[src/rtl/arm_pkg.sv]
`default_nettype none
// ============================================================================
// Module      : arm_pkg
// Description : Shared constants for the ARM execute stage: ALU command
//               encodings, shift-type codes, forwarding-select codes and
//               status-register bit positions, plus a rotate helper.
// Revision    : 1.0 - initial release
// ============================================================================
package arm_pkg;

  // ALU command encodings (exe_cmd)
  localparam logic [3:0] c_CMD_MOV = 4'b0001;
  localparam logic [3:0] c_CMD_MVN = 4'b1001;
  localparam logic [3:0] c_CMD_ADD = 4'b0010;  // also LDR / STR address
  localparam logic [3:0] c_CMD_ADC = 4'b0011;
  localparam logic [3:0] c_CMD_SUB = 4'b0100;  // also CMP
  localparam logic [3:0] c_CMD_SBC = 4'b0101;
  localparam logic [3:0] c_CMD_AND = 4'b0110;  // also TST
  localparam logic [3:0] c_CMD_ORR = 4'b0111;
  localparam logic [3:0] c_CMD_EOR = 4'b1000;

  // Shift types, shift_operand[6:5]
  localparam logic [1:0] c_SHIFT_LSL = 2'b00;
  localparam logic [1:0] c_SHIFT_LSR = 2'b01;
  localparam logic [1:0] c_SHIFT_ASR = 2'b10;
  localparam logic [1:0] c_SHIFT_ROR = 2'b11;

  // Forwarding selects; 2'b11 falls back to the register value
  localparam logic [1:0] c_FWD_REG = 2'b00;
  localparam logic [1:0] c_FWD_MEM = 2'b01;
  localparam logic [1:0] c_FWD_WB  = 2'b10;

  // Status register bit positions, {N,Z,C,V}
  localparam int c_STATUS_N = 3;
  localparam int c_STATUS_Z = 2;
  localparam int c_STATUS_C = 1;
  localparam int c_STATUS_V = 0;

  // 32-bit rotate right; an amount of 0 returns the value unchanged
  // because the left shift by 32 yields zero.
  function automatic logic [31:0] ror32(input logic [31:0] i_val,
                                        input logic [4:0]  i_amt);
    logic [5:0] w_left;
    w_left = 6'd32 - {1'b0, i_amt};
    return (i_val >> i_amt) | (i_val << w_left);
  endfunction

endpackage : arm_pkg
`default_nettype wire

[src/rtl/val2_generator.sv]
`default_nettype none
// ============================================================================
// Module      : val2_generator
// Description : Combinational second-operand generator.
//               Memory ops   -> zero-extended 12-bit offset
//               Immediate    -> 8-bit value rotated right by 2*rot
//               Register     -> op2reg shifted LSL/LSR/ASR/ROR by 5-bit amount
// Ports       : i_op2reg        forwarded Rm value
//               i_shift_operand 12-bit operand field
//               i_imm           immediate-mode flag
//               i_mem_op        load/store in flight
//               o_val2          generated operand
// Revision    : 1.0 - initial release
// ============================================================================
module val2_generator
  import arm_pkg::*;
(
  input  logic [31:0] i_op2reg,
  input  logic [11:0] i_shift_operand,
  input  logic        i_imm,
  input  logic        i_mem_op,
  output logic [31:0] o_val2
);

  logic [4:0]  w_rot_amt;
  logic [4:0]  w_shift_amt;
  logic [1:0]  w_shift_type;
  logic [31:0] w_imm_val;
  logic [31:0] w_shift_val;

  assign w_rot_amt    = {i_shift_operand[11:8], 1'b0};
  assign w_shift_amt  = i_shift_operand[11:7];
  assign w_shift_type = i_shift_operand[6:5];
  assign w_imm_val    = ror32({24'b0, i_shift_operand[7:0]}, w_rot_amt);

  always_comb begin
    w_shift_val = i_op2reg;
    case (w_shift_type)
      c_SHIFT_LSL: w_shift_val = i_op2reg << w_shift_amt;
      c_SHIFT_LSR: w_shift_val = i_op2reg >> w_shift_amt;
      c_SHIFT_ASR: w_shift_val = 32'($signed(i_op2reg) >>> w_shift_amt);
      c_SHIFT_ROR: w_shift_val = ror32(i_op2reg, w_shift_amt);
      default:     w_shift_val = i_op2reg;
    endcase
  end

  always_comb begin
    if (i_mem_op)
      o_val2 = {20'b0, i_shift_operand};
    else if (i_imm)
      o_val2 = w_imm_val;
    else
      o_val2 = w_shift_val;
  end

endmodule : val2_generator
`default_nettype wire

[src/rtl/exe_stage.sv]
`default_nettype none
// ============================================================================
// Module      : exe_stage
// Description : ARM pipeline execute stage. Holds the ID/EXE register,
//               forwarding muxes, Val2 generation, ALU, {N,Z,C,V} status
//               register and branch-target adder.
// Ports       : clk, rst (sync, active-high), freeze (stall)
//               decode inputs : pc_in, controls, exe_cmd, indices, operands,
//                               shift_operand, signed_imm_24
//               forwarding    : sel_src1/2, mem_fwd, wb_fwd
//               outputs       : alu_result, store_value, dest/src indices,
//                               enables, branch_taken/addr, status_reg
// Revision    : 1.0 - initial release
// ============================================================================
module exe_stage
  import arm_pkg::*;
(
  input  logic        clk,
  input  logic        rst,
  input  logic        freeze,
  input  logic [31:0] pc_in,
  input  logic        mem_r_en,
  input  logic        mem_w_en,
  input  logic        wb_en,
  input  logic        b,
  input  logic        s,
  input  logic        imm,
  input  logic [3:0]  exe_cmd,
  input  logic [3:0]  src1,
  input  logic [3:0]  src2,
  input  logic [3:0]  dest,
  input  logic [31:0] val_rn,
  input  logic [31:0] val_rm,
  input  logic [11:0] shift_operand,
  input  logic [23:0] signed_imm_24,
  input  logic [1:0]  sel_src1,
  input  logic [1:0]  sel_src2,
  input  logic [31:0] mem_fwd,
  input  logic [31:0] wb_fwd,
  output logic [31:0] alu_result,
  output logic [31:0] store_value,
  output logic [3:0]  dest_out,
  output logic [3:0]  src1_out,
  output logic [3:0]  src2_out,
  output logic        wb_en_out,
  output logic        mem_r_en_out,
  output logic        mem_w_en_out,
  output logic        branch_taken,
  output logic [31:0] branch_addr,
  output logic [3:0]  status_reg
);

  // ID/EXE pipeline register
  logic [31:0] r_pc;
  logic        r_mem_r_en, r_mem_w_en, r_wb_en, r_b, r_s, r_imm;
  logic [3:0]  r_exe_cmd, r_src1, r_src2, r_dest;
  logic [31:0] r_val_rn, r_val_rm;
  logic [11:0] r_shift_operand;
  logic [23:0] r_signed_imm_24;
  logic [3:0]  r_status;

  // Inside the capture branch freeze is already 0, so a taken branch in
  // EXE (r_b) is exactly the flush condition: its shadow loses all controls.
  always_ff @(posedge clk) begin
    if (rst) begin
      r_pc            <= '0;
      r_mem_r_en      <= 1'b0;
      r_mem_w_en      <= 1'b0;
      r_wb_en         <= 1'b0;
      r_b             <= 1'b0;
      r_s             <= 1'b0;
      r_imm           <= 1'b0;
      r_exe_cmd       <= '0;
      r_src1          <= '0;
      r_src2          <= '0;
      r_dest          <= '0;
      r_val_rn        <= '0;
      r_val_rm        <= '0;
      r_shift_operand <= '0;
      r_signed_imm_24 <= '0;
    end else if (!freeze) begin
      r_pc            <= pc_in;
      r_mem_r_en      <= mem_r_en & ~r_b;
      r_mem_w_en      <= mem_w_en & ~r_b;
      r_wb_en         <= wb_en    & ~r_b;
      r_b             <= b        & ~r_b;
      r_s             <= s        & ~r_b;
      r_imm           <= imm;
      r_exe_cmd       <= exe_cmd;
      r_src1          <= src1;
      r_src2          <= src2;
      r_dest          <= dest;
      r_val_rn        <= val_rn;
      r_val_rm        <= val_rm;
      r_shift_operand <= shift_operand;
      r_signed_imm_24 <= signed_imm_24;
    end
  end

  // Forwarding muxes
  logic [31:0] w_op1, w_op2reg, w_val2;

  always_comb begin
    case (sel_src1)
      c_FWD_MEM: w_op1 = mem_fwd;
      c_FWD_WB:  w_op1 = wb_fwd;
      default:   w_op1 = r_val_rn;
    endcase
    case (sel_src2)
      c_FWD_MEM: w_op2reg = mem_fwd;
      c_FWD_WB:  w_op2reg = wb_fwd;
      default:   w_op2reg = r_val_rm;
    endcase
  end

  val2_generator u_val2_generator (
    .i_op2reg        (w_op2reg),
    .i_shift_operand (r_shift_operand),
    .i_imm           (r_imm),
    .i_mem_op        (r_mem_r_en | r_mem_w_en),
    .o_val2          (w_val2)
  );

  // ALU. Add and subtract share one 33-bit adder: subtraction feeds ~val2
  // with carry-in 1 (SUB) or C (SBC), so bit 32 is directly NOT-borrow.
  logic [31:0] w_add_b;
  logic        w_add_cin;
  logic [32:0] w_sum;
  logic [31:0] w_result;
  logic        w_valid;
  logic        w_arith;
  logic [3:0]  w_status_next;

  assign w_sum = {1'b0, w_op1} + {1'b0, w_add_b} + {32'b0, w_add_cin};

  always_comb begin
    w_add_b   = w_val2;
    w_add_cin = 1'b0;
    w_result  = '0;
    w_valid   = 1'b1;
    w_arith   = 1'b0;
    case (r_exe_cmd)
      c_CMD_MOV: w_result = w_val2;
      c_CMD_MVN: w_result = ~w_val2;
      c_CMD_ADD: begin
        w_arith  = 1'b1;
        w_result = w_sum[31:0];
      end
      c_CMD_ADC: begin
        w_add_cin = r_status[c_STATUS_C];
        w_arith   = 1'b1;
        w_result  = w_sum[31:0];
      end
      c_CMD_SUB: begin
        w_add_b   = ~w_val2;
        w_add_cin = 1'b1;
        w_arith   = 1'b1;
        w_result  = w_sum[31:0];
      end
      c_CMD_SBC: begin
        w_add_b   = ~w_val2;
        w_add_cin = r_status[c_STATUS_C];
        w_arith   = 1'b1;
        w_result  = w_sum[31:0];
      end
      c_CMD_AND: w_result = w_op1 & w_val2;
      c_CMD_ORR: w_result = w_op1 | w_val2;
      c_CMD_EOR: w_result = w_op1 ^ w_val2;
      default:   w_valid  = 1'b0;
    endcase
  end

  always_comb begin
    w_status_next = r_status;
    if (w_valid) begin
      w_status_next[c_STATUS_N] = w_result[31];
      w_status_next[c_STATUS_Z] = (w_result == 32'b0);
      if (w_arith) begin
        w_status_next[c_STATUS_C] = w_sum[32];
        // Overflow: both adder inputs share a sign that the result lacks
        w_status_next[c_STATUS_V] = (w_op1[31] == w_add_b[31]) &&
                                    (w_result[31] != w_op1[31]);
      end
    end
  end

  always_ff @(posedge clk) begin
    if (rst)
      r_status <= '0;
    else if (r_s && !freeze)
      r_status <= w_status_next;
  end

  assign alu_result   = w_result;
  assign store_value  = w_op2reg;
  assign dest_out     = r_dest;
  assign src1_out     = r_src1;
  assign src2_out     = r_src2;
  assign wb_en_out    = r_wb_en;
  assign mem_r_en_out = r_mem_r_en;
  assign mem_w_en_out = r_mem_w_en;
  assign branch_taken = r_b;
  assign branch_addr  = r_pc + {{6{r_signed_imm_24[23]}}, r_signed_imm_24, 2'b00};
  assign status_reg   = r_status;

endmodule : exe_stage
`default_nettype wire

[config.mk]
export PLATFORM = sky130hd
export DESIGN_NAME = exe_stage
export DESIGN_NICKNAME = d
export VERILOG_FILES = /design/src/rtl/arm_pkg.sv /design/src/rtl/val2_generator.sv /design/src/rtl/exe_stage.sv
export SDC_FILE = /design/constraint.sdc
export NUM_CORES = 1
export LEC_CHECK = 0
export CAP_MARGIN = 10
export CORE_MARGIN = 2
export CORE_UTILIZATION = 38
export CTS_BUF_LIST = sky130_fd_sc_hd__clkbuf_4 sky130_fd_sc_hd__clkbuf_8
export DETAILED_ROUTE_END_ITERATION = 7
export PLACE_DENSITY = 0.56
export SETUP_SLACK_MARGIN = 0.02
export SYNTH_ARGS = -nofsm -noshare
export SYNTH_HDL_FRONTEND = slang
export SYNTH_HIERARCHICAL = 1
export SYNTH_SLANG_ARGS = --single-unit
[constraint.sdc]
create_clock -name clk -period 11.3 [get_ports clk]
set_input_delay 2.26 -clock clk [delete_from_list [all_inputs] [get_ports clk]]
set_output_delay 2.26 -clock clk [all_outputs]
set_load 0.02 [all_outputs]
### Yosys cells after proc, flatten, opt, wreduce, memory -nomap -nowiden

Cells that the tools add are included.

* flip-flop bits (word level): 158
* input bits: 225
* output and inout port bits: 116
* word-level logic and storage cells: 80

* add/subtract/negate cells: 5
* equality and inequality tests: 18
* shifts and indexed selects: 6
* mux-type cells: 10
* bitwise gates (word level): 13
* reductions and logical operators: 11

Operator list (count)
* one-hot mux 32 bit (6 select lines): 1
* one-hot mux 32 bit (2 select lines): 2
* one-hot mux 32 bit (4 select lines): 1
* 2-to-1 mux 32 bit: 3
* OR 32 bit: 3
* adder 32 x 32 -> 33 bit: 1
* adder 33 x 1 -> 33 bit: 1
* adder 32 bit: 1
* AND 32 bit: 1
* zero test 32 bit: 1
* inverter 32 bit: 1
* << shifter 32 x 5 -> 32 bit: 1
* << shifter 32 x 6 -> 32 bit: 1
* << shifter 8 x 6 -> 32 bit: 1
* right shift 32 x 5 -> 32 bit: 1
* right shift 8 x 5 -> 32 bit: 1
* >>> shifter 32 x 5 -> 32 bit: 1
* bitwise XOR 32 bit: 1
* == test 4 x 3 -> 1 bit (second input constant): 4
* subtractor 6 x 5 -> 6 bit (first input constant): 2
* OR reduction 9 bit: 1
* == test 2 bit (second input constant): 4
* == test 4 x 2 -> 1 bit (second input constant): 2
* == test 4 bit (second input constant): 2
* other kinds (16): 25

### Logic depth before layout (Yosys ltp)

Gate-level depths: netlist of the first run.

* depth in word-level cells: 14
* gate-level depth with buffers: 29
* depth with buffers taken out: 24

### Hierarchy

Netlist of the first run, hierarchy kept.

By module, submodules not included
* exe_stage: times used 1, cells an instance 1573, area an instance 12734.7 sq um, sequential area each 3163.0 sq um
* val2_generator: times used 1, cells an instance 1097, area an instance 7907.6 sq um, sequential area each 0.0 sq um

### Least setup slack after synthesis of the first run

No wires, ideal clock.

* kind: input -> output
* start: in sel_src2[0]
* end: out alu_result[29]
* arrival: 8.051 ns
* setup slack: 0.989 ns
* stages: 19
* path buffers: 2
* cell sequence: inv_1 > ha_1 > clkbuf_1 > clkbuf_1 > o21ai_0 > mux2i_1 > mux2_2 > mux4_2 > o211a_1 > a221oi_1 > inv_1 > xnor2_1 > ha_1 > nand4_1 > or3_1 > o211ai_1 > o21ai_0 > and4_1 > o31ai_1

* word-level cells in the longest chain between the ends: 12
* elaborated cells on any way between the ends: 19
* those cells by class: add/sub (2); eq/ne (2); shift (4); mux (6); bitwise (5)

RTL lines
* from (decl): line exe_stage.sv:37 `input logic [1:0] sel_src2,`
* == test 2 bit / == test 2 x 1 -> 1 bit (equally long branches): line exe_stage.sv:109 `case (sel_src2)`
* one-hot mux 32 bit (2 select lines) (*): line exe_stage.sv:109
* via store_value[0]: line exe_stage.sv:41 `output logic [31:0] store_value,`
* << shifter 32 x 6 -> 32 bit / right shift 32 x 5 -> 32 bit (equally long branches): line arm_pkg.sv:45, val2_generator.sv:40
* OR 32 bit: line arm_pkg.sv:45 `return (i_val >> i_amt) | (i_val << w_left);`
* one-hot mux 32 bit (4 select lines) (*): line val2_generator.sv:38 `case (w_shift_type)`
* 2-to-1 mux 32 bit (*): line val2_generator.sv:50 `else if (i_imm)`
* 2-to-1 mux 32 bit (*): line val2_generator.sv:48 `if (i_mem_op)`
* via w_val2[15]: line exe_stage.sv:101 `logic [31:0] w_op1, w_op2reg, w_val2;`
* inverter 32 bit: line exe_stage.sv:155, exe_stage.sv:161
* 2-to-1 mux 32 bit (*)
* adder 32 x 32 -> 33 bit (*): line exe_stage.sv:134 `assign w_sum = {1'b0, w_op1} + {1'b0, w_add_b} + {32'b0, w_add_cin};`
* adder 33 x 1 -> 33 bit (*): line exe_stage.sv:134
* one-hot mux 32 bit (6 select lines) (*): line exe_stage.sv:142 `case (r_exe_cmd)`
* to (decl): line exe_stage.sv:40 `output logic [31:0] alu_result,`

Mark *: on every way through the listed nets, which the timed path passes. The rest lies on a longest branch.

### Worst setup path after layout of the first run

* start: in sel_src2[0]
* end: out alu_result[31]

* word-level cells in the longest chain between the ends: 12
* elaborated cells on any way between the ends: 19
* those cells by class: add/sub (2); eq/ne (2); shift (4); mux (6); bitwise (5)

RTL lines (line)
* == test 2 bit / == test 2 x 1 -> 1 bit (equally long branches): exe_stage.sv:109
* one-hot mux 32 bit (2 select lines) (*): exe_stage.sv:109
* << shifter 32 x 6 -> 32 bit / right shift 32 x 5 -> 32 bit (equally long branches): arm_pkg.sv:45, val2_generator.sv:40
* OR 32 bit: arm_pkg.sv:45
* one-hot mux 32 bit (4 select lines) (*): val2_generator.sv:38
* 2-to-1 mux 32 bit (*): val2_generator.sv:50
* 2-to-1 mux 32 bit (*): val2_generator.sv:48
* via w_val2[8]: exe_stage.sv:101
* inverter 32 bit: exe_stage.sv:155, exe_stage.sv:161
* 2-to-1 mux 32 bit (*)
* adder 32 x 32 -> 33 bit (*): exe_stage.sv:134
* adder 33 x 1 -> 33 bit (*): exe_stage.sv:134
* one-hot mux 32 bit (6 select lines) (*): exe_stage.sv:142

Marked as above.

==> results.rst, run 1 <==
.. list-table::
   :header-rows: 1

   * - Metric
     - Value
   * - Outcome
     - finished, final reports clean
   * - Regs by FF count
     - r_pc x32, r_val_rm x32, r_val_rn x32
   * - IR drop worst, VDD
     - 0.104 mV
   * - Pin count of the biggest net entering global routing
     - 110
   * - Tot GR Track Use
     - 38.7%
   * - Maximum fanout along the worst path
     - 15
   * - Drt wl/cell
     - 29.7 um
   * - Max-Cap Viols
     - 0
   * - Worst relative slew slack
     - 13.9%
   * - CP max-delay cell
     - sky130_fd_sc_hd__clkdlybuf4s50_1
   * - Die extent in y
     - 237 um
   * - CTS hold repair buffers
     - 0
   * - Clock power share
     - 16.2%
   * - CTS tree
     - built
   * - Total via count after detailed routing
     - 23,994
   * - HPWL after detailed placement
     - 87,200 um
   * - Critical Path Start Type
     - input pin
   * - Final setup viols
     - 0
   * - Vias/cell
     - 6.41
   * - Die W
     - 237 um
   * - Number of antenna violations at the first check in global routing
     - 11
   * - Synth unique cells
     - 96
   * - Clock slew at reported path FFs
     - 0.14 ns
   * - Final-report max-slew violation count
     - 0
   * - Family with the most delay on the worst path
     - compound AO/OA/AOI/OAI gates
   * - Net count after synthesis
     - 3,029
   * - Most frequent standard cell in the layout excluding fill and tap cells
     - sky130_fd_sc_hd__clkdlybuf4s50_1
   * - Register area share after synthesis
     - 15.3%
   * - Core Box Area
     - 53,800 sq um
   * - Clock root buffer master
     - sky130_fd_sc_hd__clkbuf_8
   * - Worst path required time
     - 9.04 ns
   * - Worst min-delay path category
     - reg2reg
   * - Post-detailed-placement cell area
     - 25,800 sq um
   * - # H-tree levels
     - 4
   * - Gp weighted congestion
     - 1.03
   * - I/O Buffers
     - 340
   * - Kind of end point of the critical path
     - primary output
   * - Unrepaired setup endpoints after global routing
     - no
   * - Sum of routed wire length over all layers
     - 111,000 um
   * - Share of synthesized registers carrying an async set or reset
     - 0%
   * - Die footprint
     - 56,200 sq um
   * - Leakage
     - 10.6 nW
   * - Cell Area, Synth
     - 20,600 sq um
   * - Final routed DRC violation total
     - 0
   * - Least-Margin Pin Slew
     - 1.28 ns
   * - Post-layout min period
     - 11.11 ns
   * - P per Cell Area
     - 110 nW/um^2
   * - Endpoint arrival time on the critical path
     - 8.85 ns
   * - Initial DRC count
     - 3,047
   * - Effective utilization at floorplan
     - 38.4%
   * - Count of flip-flops with a built-in enable after synthesis
     - 0
   * - Final hold violations
     - 0
   * - Number of nets in the final layout
     - 3,390
   * - Final clock skew
     - 0.0401 ns
   * - Sequential Power Share
     - 21.6%
   * - Number of buffers on the longest clock path
     - 2
   * - ANT nets after route
     - 0
   * - Cells after Synth
     - 2,670
   * - Via count of the first global-routing pass
     - 23,177
   * - Most used cells in the layout excluding fill and tap cells
     - sky130_fd_sc_hd__clkdlybuf4s50_1, sky130_fd_sc_hd__nor2_1, sky130_fd_sc_hd__mux2i_1
   * - Switching power total
     - 1.37 mW
   * - Number of clock sinks seen by CTS
     - 158
   * - Total congestion overflow
     - 0
   * - WHS
     - 0.466 ns
   * - Delay contributed by the slowest stage of the critical path
     - 0.59 ns
   * - I/O pin count
     - 341
   * - Commonest register cell after synthesis
     - sky130_fd_sc_hd__dfxtp_1
   * - Finished layout cell area
     - 26,300 sq um
   * - Share of the core filled with cells
     - 48.9%
   * - Share of total power consumed by net switching
     - 47.3%
   * - First-pass iteration count of the detailed router
     - 8
   * - Synthesis-to-layout area growth
     - 27.6%
   * - Max Fclk
     - 0.0900 GHz
   * - Final worst-path cycle share
     - 98.3%
   * - Syn_area_per_cell
     - 7.73 sq um
   * - Number of buffers created by CTS
     - 17
   * - Worst-Skew Late Latency
     - 0.58 ns
   * - Classification of the worst setup path
     - in2out
   * - Power, Total
     - 2.89 mW
   * - Portion of total power attributed to combinational logic
     - 62.2%
   * - Yosys reg bits
     - 158
   * - Fraction of final layout cells sized beyond drive strength 1
     - 14.9%
   * - Number of buffers and inverters on the critical path
     - 7
   * - Site row count
     - 85
   * - First-pass GRT wire length
     - 160,000 um
   * - Internal portion of total power
     - 1.52 mW
   * - Synth Warn #
     - 6
[cells in the mapped netlist, types with 46 or more instances]
master                     instances  area [sq um]
sky130_fd_sc_hd__a21oi_1         131           656
sky130_fd_sc_hd__a22oi_1          92           691
sky130_fd_sc_hd__buf_2            48           240
sky130_fd_sc_hd__clkbuf_1        137           514
sky130_fd_sc_hd__dfxtp_1         158          3160
sky130_fd_sc_hd__ha_1            131          1640
sky130_fd_sc_hd__inv_1           110           413
sky130_fd_sc_hd__mux2_2           57           642
sky130_fd_sc_hd__mux2i_1         289          2890
sky130_fd_sc_hd__mux4_2           51          1150
sky130_fd_sc_hd__nand2_1         215           807
sky130_fd_sc_hd__nor2_1          296          1110
sky130_fd_sc_hd__nor3_1           46           230
sky130_fd_sc_hd__o21ai_0         166           831
sky130_fd_sc_hd__o22ai_1          51           319
sky130_fd_sc_hd__xnor2_1          81           709
[power by group through the flow]
stage / Sequential [mW] / Clock (mW) / Combinational (mW)
3_5_place_dp: 0.636 / 0 / 1.73
5_1_grt: 0.627 / 0.500 / 1.89
3_3_place_gp: 0.634 / 0 / 1.72
2_1_floorplan: 0.621 / 0 / 0.993
4_1_cts: 0.623 / 0.483 / 1.74
6_report: 0.624 / 0.468 / 1.80
[cells by family (layout without fill, tap and decap cells)]
kind of cell / Yosys count / after routing / synth area share, %
and+or+nand+nor: 775 / 775 / 17.3
AOI/OAI and AO/OA: 748 / 748 / 24.5
muxes: 398 / 398 / 22.7
buffers and inverters: 350 / 724 / 7.39
DFF: 158 / 158 / 15.3
adders and majority gates: 134 / 134 / 8.23
xor gates and xnor gates: 107 / 107 / 4.58
other: 0 / 6 / 0
[cell type report]
cell class / count / area, sq um
clock buffers: 19 / 262
inverters: 114 / 428
diodes: 6 / 15.0
well taps: 696 / 871
multi-input cells: 2162 / 16100
fillers: 5368 / 27500
clock inverters: 13 / 148
flip-flops and latches: 158 / 3180
repair buffers: 578 / 5330
[routing by layer]
| layer | GRT usage, % | share of wire (%) |
|---|---|---|
| met4 | 19.2 | 5.8 |
| met1 | 49.5 | 41 |
| met2 | 60.6 | 44 |
| met5 | 0 | 0.042 |
| met3 | 9.80 | 9.4 |
[tightest hold or removal path: cells and delay by family, from the launching register on]
family,cells,cell delay (ns)
AOI/OAI and AO/OA,1,0.05
DFF,1,0.34
and+or+nand+nor,1,0.05
[path summary, 6_finish.rpt]
path | from | endpoint | slack (ns) | cells past startpoint
setup / recovery | sel_src2[0] | alu_result[31] | 0.19 | 25
hold reg to reg | status_reg[0] | status_reg[0] | 0.47 | 2
hold / removal | status_reg[0] | status_reg[0] | 0.47 | 2
setup reg to reg | r_shift_operand[8] | status_reg[2] | 3.42 | 24
[through the flow]
step	TNS, ns	setup slack, ns	instances
5_1_grt	0	0.0229	3742
6_report	0	0.189	3746
3_5_place_dp	-0.0722	-0.0706	3707
4_1_cts	0	0.0586	3739
3_3_place_gp	-0.397	-0.250	3707
2_1_floorplan	0	0.989	2670
[timing repair]
action / 4_1_cts / 5_1_grt
setup buffers: 0 / 1
endpoints found under the setup margin: 3 / 9
pin swaps: 0 / 1
cloned: 0 / 0
resized for setup: 5 / 26
Note: power is estimated with default switching activity, not from simulation.
==> run 2, diff against run 1 <==
CTS_BUF_LIST = not set   (was sky130_fd_sc_hd__clkbuf_4 sky130_fd_sc_hd__clkbuf_8)
==> run 2 against run 1 <==
Compared with the run above: total power grew 5.0%; critical path depth is the same; final area grew 0.73%; first-iteration DRC count shrank 5.8%; clock skew shrank 0.013 ns; global-route usage is essentially flat; register-to-register slack gained 0.12 ns; die area is the same; final cell count is the same.
==> results.rst, run 2 (same netlist as run 1, synthesis figures left out) <==
.. list-table::
   :header-rows: 1

   * - Metric
     - Value
   * - First-pass GRT wire length
     - 160,000 um (about the same)
   * - CP max-delay cell
     - sky130_fd_sc_hd__clkdlybuf4s50_1 (unchanged)
   * - Die footprint
     - 56,200 sq um (unchanged)
   * - Gp weighted congestion
     - 1.03 (unchanged)
   * - Final worst-path cycle share
     - 98.2% (was 98.3%)
   * - Initial DRC count
     - 2,870 (was 3,047)
   * - Sum of routed wire length over all layers
     - 111,000 um (about the same)
   * - Post-layout min period
     - 11.10 ns (was 11.11 ns)
   * - I/O Buffers
     - 340 (unchanged)
   * - Worst path setup slack after routing
     - 0.201 ns (was 0.189 ns)
   * - HPWL after detailed placement
     - 87,200 um (unchanged)
   * - Max-Cap Viols
     - 0 (unchanged)
   * - Leakage
     - 10.7 nW (was 10.6 nW)
   * - Tot GR Track Use
     - 38.7% (about the same)
   * - Kind of end point of the critical path
     - primary output (unchanged)
   * - Number of clock sinks seen by CTS
     - 158 (unchanged)
   * - IR drop worst, VDD
     - 0.113 mV (was 0.104 mV)
   * - Worst path required time
     - 9.04 ns (about the same)
   * - Total congestion overflow
     - 0 (unchanged)
   * - Final routed DRC violation total
     - 0 (unchanged)
   * - Final setup viols
     - 0 (unchanged)
   * - Clock power share
     - 20.3% (was 16.2%)
   * - Multi-input gate area in the final layout
     - 16,100 sq um (about the same)
   * - Post-Place Setup Slack
     - -0.0706 ns (unchanged)
   * - Total via count after detailed routing
     - 23,930 (was 23,994)
   * - Unrepaired setup endpoints after global routing
     - yes (was no)
   * - Number of antenna violations at the first check in global routing
     - 11 (unchanged)
   * - Sequential Power Share
     - 20.6% (was 21.6%)
   * - Number of buffers created by CTS
     - 17 (unchanged)
   * - Regs by FF count
     - r_pc x32, r_val_rm x32, r_val_rn x32 (unchanged)
   * - Clock root buffer master
     - sky130_fd_sc_hd__clkbuf_16 (was sky130_fd_sc_hd__clkbuf_8)
   * - Maximum fanout along the worst path
     - 15 (unchanged)
   * - Clock slew at reported path FFs
     - 0.09 ns (was 0.14 ns)
   * - Cell total after placement
     - 3,707 (unchanged)
   * - Post-detailed-placement cell area
     - 25,800 sq um (unchanged)
   * - Die W
     - 237 um (unchanged)
   * - Worst-Skew Late Latency
     - 0.50 ns (was 0.58 ns)
   * - Most used cells in the layout excluding fill and tap cells
     - sky130_fd_sc_hd__clkdlybuf4s50_1, sky130_fd_sc_hd__nor2_1, sky130_fd_sc_hd__mux2i_1 (unchanged)
   * - Sequential cell area
     - 3180 sq um (unchanged)
   * - # H-tree levels
     - 4 (unchanged)
   * - Pin count of the biggest net entering global routing
     - 110 (unchanged)
   * - Synthesis-to-layout area growth
     - 28.5% (was 27.6%)
   * - I/O pin count
     - 341 (unchanged)
   * - R2R Path Start
     - r_shift_operand[8] (unchanged)
   * - Final-report max-slew violation count
     - 0 (unchanged)
   * - Effective utilization at floorplan
     - 38.4% (unchanged)
   * - Final hold violations
     - 0 (unchanged)
   * - Most frequent standard cell in the layout excluding fill and tap cells
     - sky130_fd_sc_hd__clkdlybuf4s50_1 (unchanged)
   * - Endpoint arrival time on the critical path
     - 8.84 ns (was 8.85 ns)
   * - CTS hold repair buffers
     - 0 (unchanged)
   * - Fillcell total
     - 5,354 (was 5,368)
   * - CTS tree
     - built (unchanged)
   * - Share of total power consumed by net switching
     - 45.6% (was 47.3%)
   * - Power, Total
     - 3.03 mW (was 2.89 mW)
   * - P per Cell Area
     - 114 nW/um^2 (was 110 nW/um^2)
   * - Classification of the worst setup path
     - in2out (unchanged)
   * - Site row count
     - 85 (unchanged)
   * - Hold wc startpoint
     - status_reg[0] (unchanged)
   * - Via count of the first global-routing pass
     - 23,146 (was 23,177)
   * - Critical Path Start Type
     - input pin (unchanged)
   * - ANT nets after route
     - 0 (unchanged)
   * - Delay contributed by the slowest stage of the critical path
     - 0.59 ns (about the same)
   * - Least-Margin Pin Slew
     - 1.27 ns (was 1.28 ns)
   * - Final clock skew
     - 0.0269 ns (was 0.0401 ns)
   * - Portion of total power attributed to combinational logic
     - 59.1% (was 62.2%)
   * - Switching power total
     - 1.38 mW (was 1.37 mW)
   * - CP startpoint
     - sel_src2[0] (unchanged)
   * - Outcome
     - finished, final reports clean (unchanged)
   * - Number of buffers on the longest clock path
     - 2 (unchanged)
   * - First-pass iteration count of the detailed router
     - 6 (was 8)
   * - Finished layout cell area
     - 26,500 sq um (was 26,300 sq um)
   * - Worst min-delay path category
     - reg2reg (unchanged)
   * - Die extent in y
     - 237 um (unchanged)
   * - Number of nets in the final layout
     - 3,392 (was 3,390)
   * - Fraction of final layout cells sized beyond drive strength 1
     - 15.0% (was 14.9%)
   * - Number of cells in the finished layout apart from fillers
     - 3,746 (unchanged)
   * - Worst relative slew slack
     - 14.3% (was 13.9%)
   * - Internal portion of total power
     - 1.65 mW (was 1.52 mW)
   * - Core Box Area
     - 53,800 sq um (unchanged)
   * - Max Fclk
     - 0.0901 GHz (was 0.0900 GHz)
   * - Drt wl/cell
     - 29.7 um (about the same)
   * - Vias/cell
     - 6.39 (was 6.41)
[run 2: cell count changes in the layout (fill, tap and decap cells not counted), sizes merged]
cell	previous run	this run
buf	241	243
diode	6	4
[run 2: critical path, delay by kind of cell]
kind                     cells  cell delay, ns
adder cells (fa/ha/maj)      2            0.60
buffers and inverters        7            1.95
XOR/XNOR                     1            0.15
multiplexers                 1            0.43
AND/OR/NAND/NOR              5            1.26
AO/OA/AOI/OAI                9            2.17
[run 2: final timing paths]
kind	cells after the start	slack (ns)	to
worst max-delay path	25	0.20	alu_result[31]
worst min-delay path	2	0.46	status_reg[0]
worst min register to register	2	0.46	status_reg[0]
worst max register to register	24	3.54	status_reg[2]
[run 2: per-stage QoR]
step	utilization (%)	hold slack [ns]	setup TNS (ns)
after floorplan	-	0.458	0
after CTS	49.1	0.464	0
after global placement	47.9	0.437	-0.397
after detailed placement	47.9	0.455	-0.0722
after global routing	49.3	0.498	0
final	49.3	0.461	0
[run 2: final cells by class]
type,count,share of cell area [%]
Antenna cell,4,0.0377
Inverter,114,1.61
Sequential cell,158,12.0
Tap cell,696,3.28
Clock buffer,19,1.71
Timing Repair Buffer,580,20.1
Clock inverter,13,0.556
Multi-Input combinational cell,2162,60.7
[run 2: metal layers]
layer | GRT usage (%) | part of all wire [%] | wire length (um)
met4 | 18.5 | 5.5 | 6150
met3 | 9.87 | 9.9 | 11000
met2 | 60.7 | 44 | 49200
met5 | 0 | 0.060 | 67
met1 | 49.6 | 40 | 44800
[run 2: power by group through the flow]
| stage | clock network, mW | registers (mW) | logic, mW |
|---|---|---|---|
| 2_1_floorplan | 0 | 0.621 | 0.993 |
| 3_3_place_gp | 0 | 0.634 | 1.72 |
| 3_5_place_dp | 0 | 0.636 | 1.73 |
| 4_1_cts | 0.632 | 0.623 | 1.74 |
| 5_1_grt | 0.645 | 0.627 | 1.89 |
| 6_report | 0.616 | 0.624 | 1.79 |
[run 2: repair_timing]
action	4_1_cts	5_1_grt
endpoints found under the setup margin	3	9
gates resized for setup	5	26
pin swaps	0	1
buffers inserted	0	3
